[src/rtl/search_mon_pkg.sv]
// rtl/search_mon_pkg.sv - shared error indices, head-state type and saturating increment
package search_mon_pkg;

  localparam int ERR_OVF  = 0;
  localparam int ERR_SPUR = 1;
  localparam int ERR_NRDY = 2;
  localparam int ERR_TAB  = 3;
  localparam int ERR_TMO  = 4;
  localparam int ERR_W    = 5;

  typedef enum logic [1:0] {
    H_EMPTY = 2'd0,
    H_WAIT  = 2'd1,
    H_LATE  = 2'd2
  } h_state_t;

  // Increment a w-bit counter carried in 64 bits, holding at its all-ones value.
  function automatic logic [63:0] sat_inc(input logic [63:0] val, input int unsigned w);
    logic [63:0] w_max;
    w_max = (w >= 64) ? '1 : ((64'd1 << w) - 64'd1);
    return (val == w_max) ? val : val + 64'd1;
  endfunction

endpackage

[src/rtl/search_mon_fifo.sv]
// rtl/search_mon_fifo.sv - synchronous FIFO with count, head read-through and push/pop in one cycle
module search_mon_fifo #(
  parameter int WIDTH = 8,
  parameter int DEPTH = 4
) (
  input  logic                   clk_i,
  input  logic                   rstn_i,
  input  logic                   push_i,
  input  logic                   pop_i,
  input  logic [WIDTH-1:0]       wdata_i,
  output logic [WIDTH-1:0]       rdata_o,
  output logic                   full_o,
  output logic                   empty_o,
  output logic [$clog2(DEPTH):0] count_o
);

  localparam int AW = $clog2(DEPTH);

  logic [WIDTH-1:0] r_mem [DEPTH];
  logic [AW-1:0]    r_wptr;
  logic [AW-1:0]    r_rptr;
  logic [AW:0]      r_count;
  logic             w_push;
  logic             w_pop;

  assign full_o  = (r_count == (AW+1)'(DEPTH));
  assign empty_o = (r_count == '0);
  assign count_o = r_count;
  assign rdata_o = r_mem[r_rptr];
  assign w_push  = push_i && !full_o;
  assign w_pop   = pop_i && !empty_o;

  always_ff @(posedge clk_i or negedge rstn_i) begin
    if (!rstn_i) begin
      r_wptr  <= '0;
      r_rptr  <= '0;
      r_count <= '0;
      for (int i = 0; i < DEPTH; i++) r_mem[i] <= '0;
    end else begin
      if (w_push) begin
        r_mem[r_wptr] <= wdata_i;
        r_wptr        <= r_wptr + 1'b1;
      end
      if (w_pop) r_rptr <= r_rptr + 1'b1;
      case ({w_push, w_pop})
        2'b10:   r_count <= r_count + 1'b1;
        2'b01:   r_count <= r_count - 1'b1;
        default: r_count <= r_count;
      endcase
    end
  end

endmodule

[src/rtl/search_monitor.sv]
// rtl/search_monitor.sv - pairs search results with keys, measures latency, counts and flags protocol errors
module search_monitor
  import search_mon_pkg::*;
#(
  parameter int C_NUM_TABLE      = 4,
  parameter int C_RULE_WIDTH     = 24,
  parameter int C_MEM_DATA_WIDTH = 56,
  parameter int C_MEM_ADDR_WIDTH = 8,
  parameter int C_MAX_OUTST      = 4,
  parameter int C_TIMEOUT        = 64,
  parameter int C_CNT_WIDTH      = 32,
  parameter int C_LAT_WIDTH      = 16
) (
  input  logic                                   clk_i,
  input  logic                                   rstn_i,
  input  logic                                   clr_i,
  input  logic                                   search_i,
  input  logic [C_RULE_WIDTH-1:0]                key_i,
  input  logic [C_NUM_TABLE-1:0]                 ready_i,
  input  logic [C_NUM_TABLE-1:0]                 busy_i,
  input  logic                                   hit_vd_i,
  input  logic                                   hit_i,
  input  logic [3:0]                             hit_tab_i,
  input  logic [C_MEM_ADDR_WIDTH-1:0]            hit_addr_i,
  input  logic [C_MEM_DATA_WIDTH-C_RULE_WIDTH-1:0] hit_data_i,
  output logic                                   mon_vd_o,
  output logic [C_RULE_WIDTH-1:0]                mon_key_o,
  output logic                                   mon_hit_o,
  output logic [3:0]                             mon_tab_o,
  output logic [C_LAT_WIDTH-1:0]                 mon_lat_o,
  output logic [C_LAT_WIDTH-1:0]                 lat_max_o,
  output logic [C_CNT_WIDTH-1:0]                 search_cnt_o,
  output logic [C_CNT_WIDTH-1:0]                 hit_cnt_o,
  output logic [C_CNT_WIDTH-1:0]                 miss_cnt_o,
  output logic [$clog2(C_MAX_OUTST):0]           outst_o,
  output logic [ERR_W-1:0]                       err_o
);

  localparam int                     LP_OUTW    = $clog2(C_MAX_OUTST) + 1;
  localparam int                     LP_FW      = C_RULE_WIDTH + C_LAT_WIDTH;
  localparam logic [C_LAT_WIDTH-1:0] LP_TIMEOUT = C_LAT_WIDTH'(C_TIMEOUT);
  localparam logic [4:0]             LP_NTAB    = 5'(C_NUM_TABLE);

  logic [C_LAT_WIDTH-1:0]  r_ts;
  logic [C_LAT_WIDTH-1:0]  w_head_ts;
  logic [C_LAT_WIDTH-1:0]  w_age;
  logic [C_RULE_WIDTH-1:0] w_head_key;
  logic [LP_FW-1:0]        w_head;
  logic [LP_OUTW-1:0]      w_count;
  logic [ERR_W-1:0]        w_err_new;
  logic                    w_full, w_empty, w_push, w_pop, w_tmo, w_last;
  logic                    w_unused;
  h_state_t                r_hstate;

  assign w_unused = ^{hit_addr_i, hit_data_i};

  // Full/empty are judged at the start of the cycle, so a pop never makes room for a same-cycle push.
  assign w_push = search_i && !w_full;
  assign w_pop  = hit_vd_i && !w_empty;
  assign {w_head_key, w_head_ts} = w_head;
  assign w_age   = r_ts - w_head_ts;
  assign w_tmo   = (r_hstate == H_WAIT) && !w_pop && (w_age >= LP_TIMEOUT);
  assign w_last  = (w_count == LP_OUTW'(1)) && !w_push;
  assign outst_o = w_count;

  search_mon_fifo #(
    .WIDTH(LP_FW),
    .DEPTH(C_MAX_OUTST)
  ) u_fifo (
    .clk_i  (clk_i),
    .rstn_i (rstn_i),
    .push_i (w_push),
    .pop_i  (w_pop),
    .wdata_i({key_i, r_ts}),
    .rdata_o(w_head),
    .full_o (w_full),
    .empty_o(w_empty),
    .count_o(w_count)
  );

  always_comb begin
    w_err_new           = '0;
    w_err_new[ERR_OVF]  = search_i && w_full;
    w_err_new[ERR_SPUR] = hit_vd_i && w_empty;
    w_err_new[ERR_NRDY] = search_i && ((ready_i != '1) || (busy_i != '0));
    w_err_new[ERR_TAB]  = hit_vd_i && hit_i && ({1'b0, hit_tab_i} >= LP_NTAB);
    w_err_new[ERR_TMO]  = w_tmo;
  end

  always_ff @(posedge clk_i or negedge rstn_i) begin
    if (!rstn_i) begin
      r_hstate <= H_EMPTY;
    end else begin
      unique case (r_hstate)
        H_EMPTY: if (w_push) r_hstate <= H_WAIT;
        H_WAIT, H_LATE: begin
          if (w_pop)      r_hstate <= w_last ? H_EMPTY : H_WAIT;
          else if (w_tmo) r_hstate <= H_LATE;
        end
        default: r_hstate <= H_EMPTY;
      endcase
    end
  end

  always_ff @(posedge clk_i or negedge rstn_i) begin
    if (!rstn_i) begin
      r_ts         <= '0;
      mon_vd_o     <= 1'b0;
      mon_key_o    <= '0;
      mon_hit_o    <= 1'b0;
      mon_tab_o    <= '0;
      mon_lat_o    <= '0;
      lat_max_o    <= '0;
      search_cnt_o <= '0;
      hit_cnt_o    <= '0;
      miss_cnt_o   <= '0;
      err_o        <= '0;
    end else begin
      r_ts     <= r_ts + 1'b1;
      mon_vd_o <= w_pop;
      if (w_pop) begin
        mon_key_o <= w_head_key;
        mon_hit_o <= hit_i;
        mon_tab_o <= hit_tab_i;
        mon_lat_o <= w_age;
      end
      // Clear beats same-cycle increments but not an error detected in that cycle.
      if (clr_i) begin
        lat_max_o    <= '0;
        search_cnt_o <= '0;
        hit_cnt_o    <= '0;
        miss_cnt_o   <= '0;
        err_o        <= w_err_new;
      end else begin
        err_o <= err_o | w_err_new;
        if (w_push)
          search_cnt_o <= C_CNT_WIDTH'(sat_inc(64'(search_cnt_o), C_CNT_WIDTH));
        if (w_pop && hit_i)
          hit_cnt_o <= C_CNT_WIDTH'(sat_inc(64'(hit_cnt_o), C_CNT_WIDTH));
        if (w_pop && !hit_i)
          miss_cnt_o <= C_CNT_WIDTH'(sat_inc(64'(miss_cnt_o), C_CNT_WIDTH));
        if (w_pop && (w_age > lat_max_o))
          lat_max_o <= w_age;
      end
    end
  end

endmodule
[config.mk]
export PLATFORM = sky130hd
export DESIGN_NAME = search_monitor
export DESIGN_NICKNAME = d
export VERILOG_FILES = /design/src/rtl/search_mon_pkg.sv /design/src/rtl/search_mon_fifo.sv /design/src/rtl/search_monitor.sv
export SDC_FILE = /design/constraint.sdc
export NUM_CORES = 1
export LEC_CHECK = 0
export ABC_AREA = 0
export ABC_CLOCK_PERIOD_IN_PS = 4730
export CAP_MARGIN = 0
export CORE_MARGIN = 1.5
export CORE_UTILIZATION = 49
export CTS_CLUSTER_SIZE = 16
export DETAILED_ROUTE_END_ITERATION = 12
export GPL_ROUTABILITY_DRIVEN = 0
export PLACE_DENSITY = 0.76
export SLEW_MARGIN = 0
export SYNTH_ARGS = -nofsm -noshare
export SYNTH_HDL_FRONTEND = slang
export SYNTH_SLANG_ARGS = --single-unit
[constraint.sdc]
create_clock -name clk_i -period 4.73 [get_ports clk_i]
set_input_delay 0.473 -clock clk_i [delete_from_list [all_inputs] [get_ports clk_i]]
set_output_delay 0.473 -clock clk_i [all_outputs]
set_load 0.03 [all_outputs]
==> impl_metrics.sql <==
INSERT INTO impl_metrics (metric_group, metric, value, unit) VALUES
('clocking', 'clk-insertion-delay-late', '530', 'ps'),
('yosys', 'synth-seq-cells', '348', ''),
('setup_path', 'startpoint', 'u_fifo.r_rptr[0]$_DFFE_PN0P_', ''),
('setup_path', 'rr_startpoint', 'u_fifo.r_rptr[0]$_DFFE_PN0P_', ''),
('place', 'placed_cells_incl_taps', '2089', ''),
('sta', 'relSlewSlack', '46.54', '%'),
('run', 'maxCapViolCount', '0', ''),
('setup_path', 'path_max_fanout', '7', ''),
('yosys', 'synth_common_cells', 'sky130_fd_sc_hd__dfrtp_1 (348), sky130_fd_sc_hd__nand2_1 (200), sky130_fd_sc_hd__mux2_2 (157), sky130_fd_sc_hd__nor2_1 (124), sky130_fd_sc_hd__xor2_1 (58)', ''),
('sta', 'unrepaired_setup_endpoints_after_global_routing', 'true', ''),
('place', 'portBuffers', '207', ''),
('setup_path', 'critical_path.endpoint', 'lat_max_o[1]$_DFFE_PN0P_', ''),
('outcome', 'status', 'finished, violations left', ''),
('sta', 'clock-skew-final', '22.59', 'ps'),
('sta', 'timing.fmax', '0.2158', 'GHz'),
('place', 'dp.final_hpwl', '25930', 'µm'),
('floorplan', 'die_h', '187.3', 'µm'),
('yosys', 'asyncSetResetFlopFracSynth', '100.0', '%'),
('outcome', 'failed_checks', 'negative hold slack', ''),
('finish', 'post_layout_nonfiller_instances', '2171', ''),
('yosys', 'yosysMostFrequentCell', 'sky130_fd_sc_hd__dfrtp_1', ''),
('drt', 'avgViaCountPerCell', '5.462', ''),
('grt', 'grt_max_degree', '111', ''),
('grt', 'track_usage', '21.98', '%'),
('drt', 'drtPass1Iterations', '5', ''),
('clocking', 'tritoncts_num_sinks', '348', ''),
('sta', 'timing.final.setup_violations', '0', ''),
('finish', 'number_of_nets_in_the_final_layout', '1827', ''),
('sta', 'holdWs', '-0.8634', 'ps'),
('sta', 'timing_max_transition_violations_final', '0', ''),
('drt', 'route.met3.wl', '2143', 'µm'),
('clocking', 'clkSlewWorstSetupHoldPaths', '60', 'ps'),
('clocking', 'cts_tree', 'built', ''),
('setup_path', 'worst_setup_path_start_kind', 'register', ''),
('power', 'p_total', '13.43', 'mW'),
('setup_path', 'critical_path_arrival', '5000', 'ps'),
('drt', 'm1WireLength', '16840', 'µm'),
('setup_path', 'regToRegEndpoint', 'lat_max_o[1]$_DFFE_PN0P_', ''),
('power', 'p_leak', '9.188', 'nW'),
('worst_hold_path', 'hold_path_class', 'input port to async pin', ''),
('sta', 'finalWorstPathRequiredPeriod', '4635', 'ps'),
('yosys', 'synth.area.top_cells', 'sky130_fd_sc_hd__dfrtp_1 (52%), sky130_fd_sc_hd__mux2_2 (11%), sky130_fd_sc_hd__mux4_2 (5.4%)', ''),
('grt', 'first_pass_grt_wire_length', '62780', 'µm'),
('clocking', 'clock-root-buffer', 'sky130_fd_sc_hd__clkbuf_16', ''),
('drt', 'drt.antenna.violating_nets', '0', ''),
('setup_path', 'timing_worst_setup_path_type', 'register to register', ''),
('yosys', 'share_of_synthesized_area_occupied_by_flip_flops_and_latches', '52.30', '%'),
('floorplan', 'die_x', '187.3', 'µm'),
('floorplan', 'dieArea', '35090', 'µm²'),
('power', 'vdd_ir_drop_max', '0.0004300', 'V'),
('grt', 'grt_antenna_before_repair', '0', ''),
('yosys', 'yosys_most_used_dff', 'sky130_fd_sc_hd__dfrtp_1', ''),
('setup_path', 'ff2ff_setup_slack', '100', 'ps'),
('power', 'power_density', '637.3', 'nW/µm²'),
('yosys', 'synth_fp_nets', '1580', ''),
('sta', 'worst_margin_pin_slew', '793.2', 'ps'),
('drt', 'detailroute.via_count', '11860', ''),
('sta', 'period_share', '97.99', '%'),
('clocking', 'cts_inserted_buffers', '39', ''),
('setup_path', 'worstSetupEndpointType', 'register', ''),
('drt', 'detailroute.wirelength.met2', '19200', 'µm'),
('yosys', 'netlist_area', '16650', 'µm²'),
('yosys', 'yosys.area.top_type_share', '52.30', '%'),
('yosys', 'synth_cell_types', '62', ''),
('floorplan', 'floorplan.rows', '67', ''),
('yosys', 'synth.largest_area_cell', 'sky130_fd_sc_hd__dfrtp_1', ''),
('grt', 'grt_pass1_vias', '12060', ''),
('drt', 'finalWirelength', '38920', 'µm'),
('floorplan', 'initial_cell_density_of_the_core', '49.78', '%'),
('sta', 'hold_viol', '1', ''),
('yosys', 'synth_cells', '1452', '');
[worst min-delay path by stage]
| stage | end | slack, ps | depth (start not counted) |
|---|---|---|---|
| global route | search_cnt_o[9]$_DFFE_PN0P_ | 50 | 1 |
| CTS | u_fifo.r_mem[41]$_DFFE_PN0P_ | 30 | 1 |
| detailed placement | mon_lat_o[6]$_DFFE_PN0P_ | 460 | 2 |
| floorplan | err_o[0]$_DFF_PN0_ | 180 | 0 |
| global placement | u_fifo.r_mem[80]$_DFFE_PN0P_ | 460 | 2 |
| finish | search_cnt_o[9]$_DFFE_PN0P_ | -0.9 | 1 |
[logic make-up (layout without fill, tap and decap cells)]
logic type	Yosys count	count (layout)	synth area share, %
fa+ha+maj	46	46	3.502
simple gates	499	499	13.90
flops	348	348	52.30
mux	219	219	17.36
compound gates	120	120	4.667
xor+xnor	107	107	5.629
buf+inv	113	384	2.645
[worst max-delay path: stages (launching register included)]
cell,delay [ps]
sky130_fd_sc_hd__dfrtp_2,410
sky130_fd_sc_hd__buf_12,130
sky130_fd_sc_hd__buf_12,110
sky130_fd_sc_hd__mux4_2,500
sky130_fd_sc_hd__inv_2,100
sky130_fd_sc_hd__ha_4,210
sky130_fd_sc_hd__o21a_1,130
sky130_fd_sc_hd__o2111ai_2,120
sky130_fd_sc_hd__nand3_2,140
sky130_fd_sc_hd__o31a_1,320
sky130_fd_sc_hd__o41ai_2,240
sky130_fd_sc_hd__xnor2_1,190
sky130_fd_sc_hd__ha_1,340
sky130_fd_sc_hd__and4_1,210
sky130_fd_sc_hd__and3_4,210
sky130_fd_sc_hd__nand2_2,60
sky130_fd_sc_hd__mux2i_2,200
sky130_fd_sc_hd__a31oi_2,140
sky130_fd_sc_hd__a21oi_4,260
sky130_fd_sc_hd__clkbuf_16,200
sky130_fd_sc_hd__mux2i_1,180
sky130_fd_sc_hd__nor2_1,50
[metrics by stage]
step           hold WS, ps  setup WS, ps  utilization [%]  cell area (µm²)  setup TNS, ps
2_1_floorplan        177.4         54.19                -            16670              0
3_3_place_gp         457.0         173.5            58.08            19430              0
3_5_place_dp         461.5         13.09            58.08            19430              0
4_1_cts              25.35         16.35            61.92            20710              0
5_1_grt              54.71        -126.4            62.99            21070          -1671
6_report           -0.8634         95.10            62.99            21070              0
[sequential cells by signal, indices dropped and copies added (netlist names)]
| name | cells |
|---|---|
| mon_lat_o | 16 |
| err_o | 5 |
| miss_cnt_o | 32 |
| r_ts | 16 |
| u_fifo.count_o | 3 |
| mon_vd_o | 1 |
| u_fifo.r_wptr | 2 |
| mon_key_o | 24 |
| u_fifo.r_mem | 160 |
| lat_max_o | 16 |
| mon_hit_o | 1 |
| mon_tab_o | 4 |
| hit_cnt_o | 32 |
| u_fifo.r_rptr | 2 |
| r_hstate | 2 |
| search_cnt_o | 32 |
[layout make-up]
cell class                      count  area (µm²)
Fill cell                        2577       12380
Clock inverter                     11       176.4
Clock buffer                       54        1104
Inverter                           55       206.4
Timing Repair Buffer              264        2615
Sequential cell                   348        8710
Multi-Input combinational cell    991        7697
Tap cell                          448       560.5
[cell usage in the layout, fill, tap and decap left out, types with 41 or more instances in the layout]
cell / instances
sky130_fd_sc_hd__clkbuf_16: 41
sky130_fd_sc_hd__mux2_2: 157
sky130_fd_sc_hd__nand2_1: 194
sky130_fd_sc_hd__xor2_1: 58
sky130_fd_sc_hd__dfrtp_1: 347
sky130_fd_sc_hd__xnor2_1: 49
sky130_fd_sc_hd__buf_4: 48
sky130_fd_sc_hd__nor2_1: 124
sky130_fd_sc_hd__nand3_1: 41
sky130_fd_sc_hd__clkdlybuf4s50_1: 205
sky130_fd_sc_hd__inv_1: 47
[timing repair]
item | 4_1_cts | 5_1_grt
gates cloned | 0 | 1
buffers inserted | 0 | 17
pin swaps | 0 | 26
gates resized for setup | 1 | 43
hold buffers | 0 | 0
setup endpoints to repair | 5 | 16
[power breakdown]
part	internal [mW]	leakage [nW]	switching [mW]
Clock	1.85	0.624	1.17
Sequential	3.80	4.49	0.459
Combinational	3.07	4.08	3.09
[per-layer routing]
layer,vias to the layer above,GRT usage [%]
met4,0,6.203
met2,305,37.10
met3,49,3.659
met1,5973,29.36
li1,5531,-
met5,-,0
Note: power is estimated with default switching activity, not from simulation.
